### src/rtl/mem_arbiter.sv
// -----------------------------------------------------------------------------
// mem_arbiter
// Two-port arbiter (instruction fetch + data) in front of a single memory
// controller. One transaction is outstanding at a time. The data port normally
// wins; an optional starvation counter lets a waiting fetch in periodically.
//
// Build option:
//   MEM_ARB_FAIR_EN  defined   -> a 4-bit counter tracks consecutive data
//                                 grants while a fetch waits; once it reaches
//                                 STARVE_MAX the fetch wins the next arbitration.
//                    undefined -> strict data priority, no counter.
//
// Ports:
//   clk_in, rst_in (async, active-high), rdy_in (global stall, holds all state)
//   flush                          pipeline flush, cancels in-flight reads
//   i_req/i_addr -> i_done/i_data  instruction fetch port
//   d_req/d_wr/d_len/d_addr/d_value -> d_done/d_data  data port
//   m_waiting/m_wr/m_len/m_addr/m_value  request held towards memory
//   m_ready/m_res                  completion pulse and read data from memory
//
// state     | meaning
// ----------+-------------------------------------------------------------
// IDLE      | no request outstanding; arbitrates when no flush / no done
// BUSY_I    | fetch outstanding; result goes to i_data with i_done
// BUSY_D    | data access outstanding; result goes to d_data with d_done
// DRAIN     | flushed read still outstanding; wait for m_ready, drop result
// -----------------------------------------------------------------------------
module mem_arbiter #(
   parameter int unsigned STARVE_MAX = 4
) (
   input  logic        clk_in,
   input  logic        rst_in,
   input  logic        rdy_in,
   input  logic        flush,

   input  logic        i_req,
   input  logic [31:0] i_addr,
   output logic        i_done,
   output logic [31:0] i_data,

   input  logic        d_req,
   input  logic        d_wr,
   input  logic [2:0]  d_len,
   input  logic [31:0] d_addr,
   input  logic [31:0] d_value,
   output logic        d_done,
   output logic [31:0] d_data,

   output logic        m_waiting,
   output logic        m_wr,
   output logic [2:0]  m_len,
   output logic [31:0] m_addr,
   output logic [31:0] m_value,
   input  logic        m_ready,
   input  logic [31:0] m_res
);

   localparam logic [1:0] ST_IDLE   = 2'd0;
   localparam logic [1:0] ST_BUSY_I = 2'd1;
   localparam logic [1:0] ST_BUSY_D = 2'd2;
   localparam logic [1:0] ST_DRAIN  = 2'd3;

   localparam logic [2:0] LEN_WORD  = 3'b010;

   // The starvation counter is 4 bits wide, so the threshold must fit.
   if (STARVE_MAX < 1 || STARVE_MAX > 15) begin : g_bad_starve_max
      $error("mem_arbiter: STARVE_MAX must be in 1..15");
   end

   logic [1:0]  r_state;
   logic        r_m_waiting;
   logic        r_m_wr;
   logic [2:0]  r_m_len;
   logic [31:0] r_m_addr;
   logic [31:0] r_m_value;
   logic        r_i_done;
   logic        r_d_done;
   logic [31:0] r_i_data;
   logic [31:0] r_d_data;

   logic        w_arb_ok;
   logic        w_starved;
   logic        w_grant_i;
   logic        w_grant_d;
   logic        w_cancel;

   // No grant while a done pulse is out: this gives the mandatory idle
   // turnaround cycle and keeps a port from being re-granted on its own done.
   assign w_arb_ok = (r_state == ST_IDLE) && !flush && !r_i_done && !r_d_done;

`ifdef MEM_ARB_FAIR_EN
   logic [3:0] r_starve_cnt;

   assign w_starved = i_req && (r_starve_cnt == 4'(STARVE_MAX));

   always_ff @(posedge clk_in or posedge rst_in) begin
      if (rst_in) begin
         r_starve_cnt <= 4'd0;
      end else if (rdy_in) begin
         if (w_grant_i) begin
            r_starve_cnt <= 4'd0;
         end else if (w_grant_d) begin
            if (!i_req) begin
               r_starve_cnt <= 4'd0;
            end else if (r_starve_cnt != 4'hF) begin
               r_starve_cnt <= r_starve_cnt + 4'd1;
            end
         end
      end
   end
`else
   assign w_starved = 1'b0;
`endif

   assign w_grant_i = w_arb_ok && i_req && (w_starved || !d_req);
   assign w_grant_d = w_arb_ok && d_req && !w_grant_i;

   // Stores are never cancelled: memory has already been told to write.
   assign w_cancel  = flush &&
                      ((r_state == ST_BUSY_I) ||
                       ((r_state == ST_BUSY_D) && !r_m_wr));

   always_ff @(posedge clk_in or posedge rst_in) begin
      if (rst_in) begin
         r_state     <= ST_IDLE;
         r_m_waiting <= 1'b0;
         r_m_wr      <= 1'b0;
         r_m_len     <= 3'd0;
         r_m_addr    <= 32'd0;
         r_m_value   <= 32'd0;
         r_i_done    <= 1'b0;
         r_d_done    <= 1'b0;
         r_i_data    <= 32'd0;
         r_d_data    <= 32'd0;
      end else if (rdy_in) begin
         r_i_done <= 1'b0;
         r_d_done <= 1'b0;
         case (r_state)
            ST_IDLE: begin
               if (w_grant_i) begin
                  r_state     <= ST_BUSY_I;
                  r_m_waiting <= 1'b1;
                  r_m_wr      <= 1'b0;
                  r_m_len     <= LEN_WORD;
                  r_m_addr    <= i_addr;
                  r_m_value   <= 32'd0;
               end else if (w_grant_d) begin
                  r_state     <= ST_BUSY_D;
                  r_m_waiting <= 1'b1;
                  r_m_wr      <= d_wr;
                  r_m_len     <= d_len;
                  r_m_addr    <= d_addr;
                  r_m_value   <= d_value;
               end
            end
            ST_BUSY_I, ST_BUSY_D: begin
               if (w_cancel) begin
                  // A flush landing on the completion edge drops the result
                  // directly; otherwise wait out the read in DRAIN.
                  if (m_ready) begin
                     r_state     <= ST_IDLE;
                     r_m_waiting <= 1'b0;
                  end else begin
                     r_state     <= ST_DRAIN;
                  end
               end else if (m_ready) begin
                  r_state     <= ST_IDLE;
                  r_m_waiting <= 1'b0;
                  if (r_state == ST_BUSY_I) begin
                     r_i_data <= m_res;
                     r_i_done <= 1'b1;
                  end else begin
                     r_d_data <= m_res;
                     r_d_done <= 1'b1;
                  end
               end
            end
            ST_DRAIN: begin
               if (m_ready) begin
                  r_state     <= ST_IDLE;
                  r_m_waiting <= 1'b0;
               end
            end
            default: begin
               r_state     <= ST_IDLE;
               r_m_waiting <= 1'b0;
            end
         endcase
      end
   end

   assign m_waiting = r_m_waiting;
   assign m_wr      = r_m_wr;
   assign m_len     = r_m_len;
   assign m_addr    = r_m_addr;
   assign m_value   = r_m_value;
   assign i_done    = r_i_done;
   assign i_data    = r_i_data;
   assign d_done    = r_d_done;
   assign d_data    = r_d_data;

endmodule

### config.mk
export PLATFORM = sky130hd
export DESIGN_NAME = mem_arbiter
export DESIGN_NICKNAME = d
export VERILOG_FILES = /design/src/rtl/mem_arbiter.sv
export SDC_FILE = /design/constraint.sdc
export NUM_CORES = 1
export LEC_CHECK = 0
export ABC_CLOCK_PERIOD_IN_PS = 11800
export CAP_MARGIN = 20
export CORE_UTILIZATION = 44
export DETAILED_ROUTE_END_ITERATION = 6
export GPL_TIMING_DRIVEN = 0
export PLACE_DENSITY = 0.88
export SYNTH_ARGS = -nofsm -noshare
export SYNTH_HDL_FRONTEND = slang
export SYNTH_SLANG_ARGS = --single-unit
### constraint.sdc
create_clock -name clk_in -period 11.8 [get_ports clk_in]
set_clock_uncertainty 0.2 [all_clocks]
set_input_delay 2.36 -clock clk_in [delete_from_list [all_inputs] [get_ports clk_in]]
set_output_delay 2.36 -clock clk_in [all_outputs]
set_load 0.01 [all_outputs]
## After elaboration in Yosys (flattened, before gate mapping)

Cells that the tools add are included.

| word-level totals | value |
|---|---|
| latch bits | 0 |
| memory bits (writable) | 0 |
| logic and storage cells | 68 |
| memories | 0 |
| bits of input ports | 139 |
| output and inout bits | 135 |
| bits in registers | 137 |
| ROM bits | 0 |

| operators by class | value |
|---|---|
| add/sub/neg operators | 0 |
| shift operators | 0 |
| multipliers | 0 |
| $lt $le $gt $ge | 0 |
| reductions and logical operators | 25 |
| div/mod/pow operators | 0 |
| bitwise operators | 2 |
| muxes and demuxes | 26 |
| eq/ne operators | 5 |

Operator list:

| cell | number |
|---|---|
| $mux W32 | 4 |
| $mux W1 | 13 |
| $mux W2 | 5 |
| $reduce_and A5 Y1 | 2 |
| $logic_and A1 B1 Y1 | 9 |
| $logic_not A1 Y1 | 6 |
| $mux W3 | 2 |
| $pmux W2 S3 | 1 |
| $reduce_and A3 Y1 | 2 |
| $eq A2 B2 Y1 const B | 2 |
| $ne A3 B3 Y1 const B | 1 |
| $reduce_or A3 Y1 | 1 |
| $eq A2 B1 Y1 const B | 1 |
| $logic_not A2 Y1 | 1 |
| $ne A2 B1 Y1 const B | 1 |
| $not A1 Y1 | 2 |
| $pmux W1 S2 | 1 |
| $reduce_and A2 Y1 | 1 |
| $reduce_bool A2 Y1 | 1 |
| $reduce_or A2 Y1 | 1 |
| $logic_or A1 B1 Y1 | 1 |

## Logic depth before layout (Yosys ltp)

Gate-level depths: netlist of the first run.

| depth | value |
|---|---|
| word-level depth | 11 |
| mapped depth | 8 |
| gate-level depth less buffers | 6 |

## Least setup slack after synthesis of the first run

No wires, ideal clock.

| path | value |
|---|---|
| path type | input to register |
| from | in rdy_in |
| to | reg r_d_data[0] (netlist: d_data[0]) |
| arrival time | 3,350 ps |
| cell stages on the path | 4 |
| library setup time | 125 ps |
| slack | 8,125 ps |
| buffers on the path | 1 |
| required time | 11,475 ps |
| cell sequence | nand3_2 > a211oi_4 > buf_6 > mux2_2 |

| between the ends | value |
|---|---|
| longest elaborated chain between the ends | 1 |

RTL lines:

| item | RTL line | source |
|---|---|---|
| start: declaration | 33 | `input logic rdy_in,` |
| $reduce_and A5 Y1 (no line) | n/a |  |
| end signal: assignment | 173 | `r_d_data <= m_res;` |
| end: declaration | 79 | `logic [31:0] r_d_data;` |

No other way between the ends.
A chain may end at the register's enable or synchronous reset.

## Final worst setup path of the first run

| path | value |
|---|---|
| from | in flush |
| to | reg r_m_addr[4] (netlist: m_addr[4]) |

| between the ends | value |
|---|---|
| longest elaborated chain between the ends | 10 |
| elaborated cells on any way between the ends | 12 |
| those cells by class | mux (1); reduce/logical (11) |

RTL lines:

| item | RTL line | source |
|---|---|---|
| start: declaration | 34 | `input logic flush,` |
| $logic_not A1 Y1 * | 89 | `assign w_arb_ok = (r_state == ST_IDLE) && !flush && !r_i_done && !r_d_done;` |
| $logic_and A1 B1 Y1 * (3 in a row) | 89 |  |
| $logic_and A1 B1 Y1 (2 in a row) | 115 | `assign w_grant_i = w_arb_ok && i_req && (w_starved \|\| !d_req);` |
| $logic_not A1 Y1 | 116 | `assign w_grant_d = w_arb_ok && d_req && !w_grant_i;` |
| $logic_and A1 B1 Y1 | 116 |  |
| $reduce_bool A2 Y1 (no line) | n/a |  |
| $reduce_and A3 Y1 (no line) | n/a |  |
| end signal: assignment | 145 | `r_m_addr <= i_addr;` |
| end signal: assignment | 152 | `r_m_addr <= d_addr;` |
| end: declaration | 74 | `logic [31:0] r_m_addr;` |

Mark *: on every way between the ends. The rest lies on a longest branch, timed or not.

==> impl_metrics.env, run 1 <==
export IMPL_peakVddDrop_mv=0.129
export IMPL_layout_area_seq_mm2=0.00343
export IMPL_start_util_pct=45.3
export IMPL_final_nets=907
export IMPL_via_per_inst=4.99
export IMPL_hold_class="reg -> reg"
export IMPL_startpoint_type="primary input"
export IMPL_post_dp_cell_area_mm2=0.00870
export IMPL_first_pass_iters=5
export IMPL_drt_iter0_drc=233
export IMPL_grt_overflow=0
export IMPL_switching_power_uw=736
export IMPL_crit_path_cell_trace="clkdlybuf4s50_1 -> nor4b_4 -> o211ai_2 -> clkbuf_1 -> nand2_1 -> o21ai_0"
export IMPL_hold_violations=0
export IMPL_clock_sinks=137
export IMPL_grt_total_usage_pct=25.6
export IMPL_fp_dieArea_mm2=0.0134
export IMPL_period_needed_ps=4160
export IMPL_fin_setup_tns_ps=0
export IMPL_synth_top_cell_by_area="dfrtp_1"
export IMPL_r2r_end="d_data[11]"
export IMPL_rsz0062_at_grt="no"
export IMPL_root_buffer="clkbuf_16"
export IMPL_yosysSeqAreaShare_pct=60.0
export IMPL_p_clk_share_pct=23.6
export IMPL_ys_ff_latch=137
export IMPL_p_comb_share_pct=41.6
export IMPL_end_kind="register"
export IMPL_synth_area_top_cells="dfrtp_1 60%, mux2_2 12%, nand2_1 6.8%"
export IMPL_required_ps=11870
export IMPL_slowest_delay_ps=590
export IMPL_fillers=825
export IMPL_syn2layout_area_growth_pct=63.1
export IMPL_path_clk_slew_ps=60
export IMPL_drc_errors=0
export IMPL_max_freq_mhz=240
export IMPL_synthFlopType="dfrtp_1"
export IMPL_switching_share_pct=31.1
export IMPL_ant_nets=0
export IMPL_syn_area_per_cell_um2=12.2
export IMPL_crit_reg2reg_launch="r_state[1]"
export IMPL_wl_per_cell_um=17.7
export IMPL_powerDensity_mw_per_mm2=254
export IMPL_syn_area_mm2=0.00572
export IMPL_cts_tree="yes"
export IMPL_crit_path_end="m_addr[4]"
export IMPL_boundaryPins=274
export IMPL_syn_inst=470
export IMPL_clockBufferDepth=2
export IMPL_htree_num_levels=4
export IMPL_crit_start="flush"
export IMPL_r2r_cells=6
export IMPL_reg2reg_slack_ps=9440
export IMPL_yosys_warnings=0
export IMPL_cts_resized=0
export IMPL_cts_setup_buffers=0
export IMPL_status="finished, final reports clean"
export IMPL_worstPathArrival_ps=4230
export IMPL_design_area_mm2=0.00932
export IMPL_synth_nets=614
export IMPL_setup_violations=0
export IMPL_worst_slew_pin_slew_ps=580
export IMPL_min_period_over_period_pct=35.3
export IMPL_yosysTopAreaCellShare_pct=60.0
export IMPL_p_leak_nw=4.34
export IMPL_vias=4723
export IMPL_intPower_mw=1.63
export IMPL_antenna_found_initial=0
export IMPL_drt_total_wl_mm=16.8
export IMPL_cap_violations=0
export IMPL_grt_max_degree=101
export IMPL_slowest_stage="clkdlybuf4s50_1"
export IMPL_num_rows=41
export IMPL_die_x_um=116
export IMPL_grt_pass1_wl_mm=25.7
export IMPL_hold_buffers=0
export IMPL_synth_edf_count=0
export IMPL_n_antenna_cell=0
export IMPL_core_region_area_mm2=0.0126
export IMPL_clock_latency_ps=400
export IMPL_gp_congestion=0.775
export IMPL_cp_max_fo=10
export IMPL_p_seq_share_pct=34.7
export IMPL_final_max_slew_viol_count=0
export IMPL_die_y_um=116
export IMPL_dp_hpwl_mm=12.5
export IMPL_relSlewSlack_pct=61.4
export IMPL_io_buffers=273
export IMPL_drive_gt1_share_pct=15.1
export IMPL_multi_input_area_mm2=0.00207
export IMPL_critPathKind="in -> reg"
export IMPL_cts_inserted_buffers=17
export IMPL_synth_cell_types=34
export IMPL_async_flop_share_pct=100
export IMPL_power_mw=2.37
export IMPL_grt_pass1_vias=5050
-- synthesized netlist by cell type, drive strengths merged, types with 2 or more instances --
| cell type | instances |
|---|---|
| o211a | 2 |
| ha | 5 |
| a211oi | 3 |
| nor2 | 5 |
| buf | 19 |
| nand2 | 103 |
| dfrtp | 137 |
| clkbuf | 9 |
| a21o | 2 |
| mux2i | 32 |
| nor3b | 2 |
| nor3 | 2 |
| o21ai | 33 |
| mux2 | 64 |
| inv | 6 |
| nand3 | 36 |
-- area by class of cell --
class | instances | share of cell area [%]
clock buffer | 20 | 4.90
clock inverter | 11 | 1.83
timing repair buffer | 274 | 29.6
tap | 172 | 2.31
inverter | 6 | 0.295
sequential | 137 | 36.8
buffer | 28 | 2.13
multi-input combinational | 299 | 22.2
-- state kept, by name, indices dropped and copies added, names as in the netlist --
signal,cells
d_data,32
i_data,32
m_addr,32
m_value,32
m_len,3
r_state,2
d_done,1
i_done,1
m_waiting,1
m_wr,1
-- worst max-delay path, delay by kind of cell --
family	cells	cell delay, ps
buffers and inverters	2	960
and+or+nand+nor	2	520
AOI/OAI and AO/OA	2	400
-- routing by layer --
metal / GRT usage (%) / up-vias / share of wire (%)
met5: 0 / - / 0
li1: - / 2192 / -
met3: 9.36 / 36 / 8.8
met2: 45.0 / 223 / 52
met4: 10.6 / 0 / 2.4
met1: 27.8 / 2272 / 37
-- stage by stage --
step	util (%)	cells	hold slack, ps	setup WS, ps
floorplan	-	470	301	5570
global placement	68.6	915	251	4010
detailed placement	68.9	916	255	7190
CTS	73.9	947	267	7610
global route	73.9	947	285	7520
finish	73.9	947	265	7640
-- layout by cell type, fill, tap and decap left out, drive strengths merged, types with 2 or more instances in the layout --
master         synthesis  layout
clkdlybuf4s50          0     273
dfrtp                137     137
nand2                103     103
mux2                  64      64
nand3                 36      36
o21ai                 33      33
mux2i                 32      32
clkbuf                 9      29
buf                   19      20
inv                    6       7
nor2                   5       5
ha                     5       5
bufinv                 0       4
clkinvlp               0       3
a211oi                 3       3
clkinv                 0       3
o211a                  2       2
a21o                   2       2
nor3b                  2       2
nor3                   2       2
-- power by group through the flow --
stage	Clock, mW	Combinational, mW	Sequential, mW
after floorplan	0	0.299	0.911
after CTS	0.570	0.996	0.824
after detailed placement	0	0.987	0.826
final	0.560	0.985	0.823
after global routing	0.592	1.06	0.845
after global placement	0	0.954	0.805
-- how the worst min path moves through the flow --
stage                      from     endpoint  cells after the start
finish              m_value[24]  m_value[24]                      2
global route        m_value[18]  m_value[18]                      2
CTS                  m_value[4]   m_value[4]                      2
detailed placement  m_value[24]  m_value[24]                      2
global placement     m_value[1]   m_value[1]                      2
floorplan              m_len[0]     m_len[0]                      2
-- kinds of logic after synthesis --
group / after synthesis / synth area share (%)
buffers and inverters: 34 / 3.87
adders and majority gates: 5 / 1.09
muxes: 96 / 18.2
AOI/OAI and AO/OA: 47 / 5.12
and+or+nand+nor: 151 / 11.7
DFF: 137 / 60.0
Note: power is estimated with default switching activity, not from simulation.
==> inputs of run 2 (changes only) <==
==> config.mk (replaced) <==
export PLATFORM = sky130hd
export DESIGN_NAME = mem_arbiter
export DESIGN_NICKNAME = d
export VERILOG_FILES = /design/src/rtl/mem_arbiter.sv
export SDC_FILE = /design/constraint.sdc
export NUM_CORES = 1
export LEC_CHECK = 0
export ABC_CLOCK_PERIOD_IN_PS = 3990
export CAP_MARGIN = 20
export CORE_UTILIZATION = 41
export DETAILED_ROUTE_END_ITERATION = 6
export GPL_TIMING_DRIVEN = 0
export PLACE_DENSITY = 0.83
export SYNTH_ARGS = -nofsm -noshare
export SYNTH_HDL_FRONTEND = slang
export SYNTH_SLANG_ARGS = --single-unit
==> constraint.sdc (replaced) <==
create_clock -name clk_in -period 3.99 [get_ports clk_in]
set_clock_uncertainty 0.2 [all_clocks]
set_input_delay 0.798 -clock clk_in [delete_from_list [all_inputs] [get_ports clk_in]]
set_output_delay 0.798 -clock clk_in [all_outputs]
set_load 0.01 [all_outputs]
==> run 2 against run 1 <==
Net effect:
- sequential cell count stayed put
- combinational power grew to 2.9 times the previous value
- worst setup slack worse by 6300 ps
- count of clock-buffer cells in the layout down 1
- die area grew 7.2%
- total power increased to 2.9 times the previous value
- sequential share of layout area shrank 0.13 points
- clock power rose to 2.9 times the previous value
- register-to-register slack worse by 7800 ps
- global-route usage fell by 2.3 points
- utilization down 4.1 points
- critical path type unchanged
- largest power group unchanged
==> impl_metrics.env, run 2 (same netlist as run 1, synthesis figures left out) <==
export IMPL_grt_total_usage_pct=23.3
export IMPL_switching_share_pct=30.5
export IMPL_antenna_found_initial=0
export IMPL_period_needed_ps=2610
export IMPL_required_ps=4060
export IMPL_cap_violations=0
export IMPL_via_per_inst=4.93
export IMPL_path_clk_slew_ps=60
export IMPL_end_kind="register"
export IMPL_status="finished, final reports clean"
export IMPL_fp_dieArea_mm2=0.0144
export IMPL_powerDensity_mw_per_mm2=742
export IMPL_intPower_mw=4.83
export IMPL_crit_path_cell_trace="clkdlybuf4s50_1 -> nor4b_4 -> o211ai_2 -> clkbuf_1 -> nand2_1 -> o21ai_0"
export IMPL_switching_power_mw=2.12
export IMPL_root_buffer="clkbuf_16"
export IMPL_n_antenna_cell=0
export IMPL_worst_slew_pin_slew_ps=572
export IMPL_p_seq_share_pct=34.8
export IMPL_cp_max_fo=10
export IMPL_rsz0062_at_grt="no"
export IMPL_drt_total_wl_mm=16.1
export IMPL_ant_nets=0
export IMPL_startpoint_type="primary input"
export IMPL_min_period_over_period_pct=65.4
export IMPL_die_x_um=120
export IMPL_hold_violations=0
export IMPL_slowest_delay_ps=590
export IMPL_critPathBufInv=2
export IMPL_drive_gt1_share_pct=15.3
export IMPL_relSlewSlack_pct=61.8
export IMPL_hold_class="reg -> reg"
export IMPL_critPathKind="in -> reg"
export IMPL_gp_congestion=0.921
export IMPL_p_leak_nw=4.35
export IMPL_drc_errors=0
export IMPL_first_pass_iters=5
export IMPL_final_nets=909
export IMPL_clock_latency_ps=400
export IMPL_p_comb_share_pct=41.6
export IMPL_max_freq_mhz=383
export IMPL_grt_pass1_vias=4893
export IMPL_cts_setup_buffers=0
export IMPL_cts_tree="yes"
export IMPL_wl_per_cell_um=16.9
export IMPL_syn2layout_area_growth_pct=63.7
export IMPL_core_region_area_mm2=0.0134
export IMPL_dp_hpwl_mm=12.4
export IMPL_p_clk_share_pct=23.7
export IMPL_htree_num_levels=4
export IMPL_final_max_slew_viol_count=0
export IMPL_clock_sinks=137
export IMPL_cts_resized=0
export IMPL_io_buffers=273
export IMPL_num_rows=42
export IMPL_grt_pass1_wl_mm=25.6
export IMPL_boundaryPins=274
export IMPL_worstPathArrival_ps=2680
export IMPL_grt_overflow=0
export IMPL_power_mw=6.95
export IMPL_grt_max_degree=44
export IMPL_mostFrequentLayoutCells="273 x clkdlybuf4s50_1, 137 x dfrtp_1, 103 x nand2_1"
export IMPL_whs_ps=262
export IMPL_peakVddDrop_mv=0.340
export IMPL_final_common_cell="clkdlybuf4s50_1"
export IMPL_die_y_um=120
export IMPL_clockBufferDepth=2
export IMPL_cts_inserted_buffers=17
export IMPL_hold_buffers=0
export IMPL_start_util_pct=42.7
export IMPL_vias=4696
export IMPL_fin_setup_tns_ps=0
export IMPL_slowest_stage="clkdlybuf4s50_1"
export IMPL_critPathTopFamily="buffers and inverters"
export IMPL_setup_violations=0
export IMPL_drt_iter0_drc=267
## run 2: path summary, 6_finish.rpt
| check | slack, ps | from | endpoint | cells past startpoint |
|---|---|---|---|---|
| min reg2reg | 260 | m_value[4] | m_value[4] | 2 |
| min in group asynchronous | 580 | rst_in | d_data[3] | 2 |
| max | 1380 | flush | m_addr[3] | 6 |
| min | 260 | m_value[4] | m_value[4] | 2 |
| max in group asynchronous | 2190 | rst_in | m_value[8] | 4 |
| max reg2reg | 1630 | r_state[0] | i_data[6] | 6 |
## run 2: area by class of cell
type | instances | area (um2)
buffer | 28 | 199
clock buffer | 19 | 453
clock inverter | 11 | 170
fill | 928 | 4050
inverter | 6 | 26.3
multi-input combinational | 299 | 2070
sequential | 137 | 3430
tap | 176 | 220
timing repair buffer | 276 | 2790
## run 2: power by group through the flow
stage          logic, mW  registers (mW)  clock network [mW]
4_1_cts             2.92            2.42                1.67
3_5_place_dp        2.90            2.44                   0
6_report            2.89            2.41                1.64
2_1_floorplan      0.885            2.69                   0
5_1_grt             3.10            2.49                1.74
3_3_place_gp        2.83            2.40                   0
## run 2: worst min-delay path: cells and delay by family, from the launching register on
family	cells	cell delay, ps
AND/OR/NAND/NOR	2	100
flip-flops	1	340
## run 2: per-stage QoR
step / utilization, % / setup slack [ps] / area, um2 / std cells
floorplan: - / 1280 / 5720 / 470
global placement: 64.7 / 179 / 8670 / 919
detailed placement: 65.2 / 925 / 8730 / 922
CTS: 69.8 / 1350 / 9360 / 952
global route: 69.8 / 1230 / 9360 / 952
finish: 69.8 / 1380 / 9360 / 952
## run 2: per-layer routing
| metal | part of all wire [%] | up-vias | track usage [%] |
|---|---|---|---|
| li1 | - | 2195 | - |
| met1 | 39 | 2248 | 26.5 |
| met2 | 50 | 220 | 39.3 |
| met3 | 8.5 | 33 | 8.13 |
| met4 | 3.0 | 0 | 10.4 |
| met5 | 0 | - | 0 |
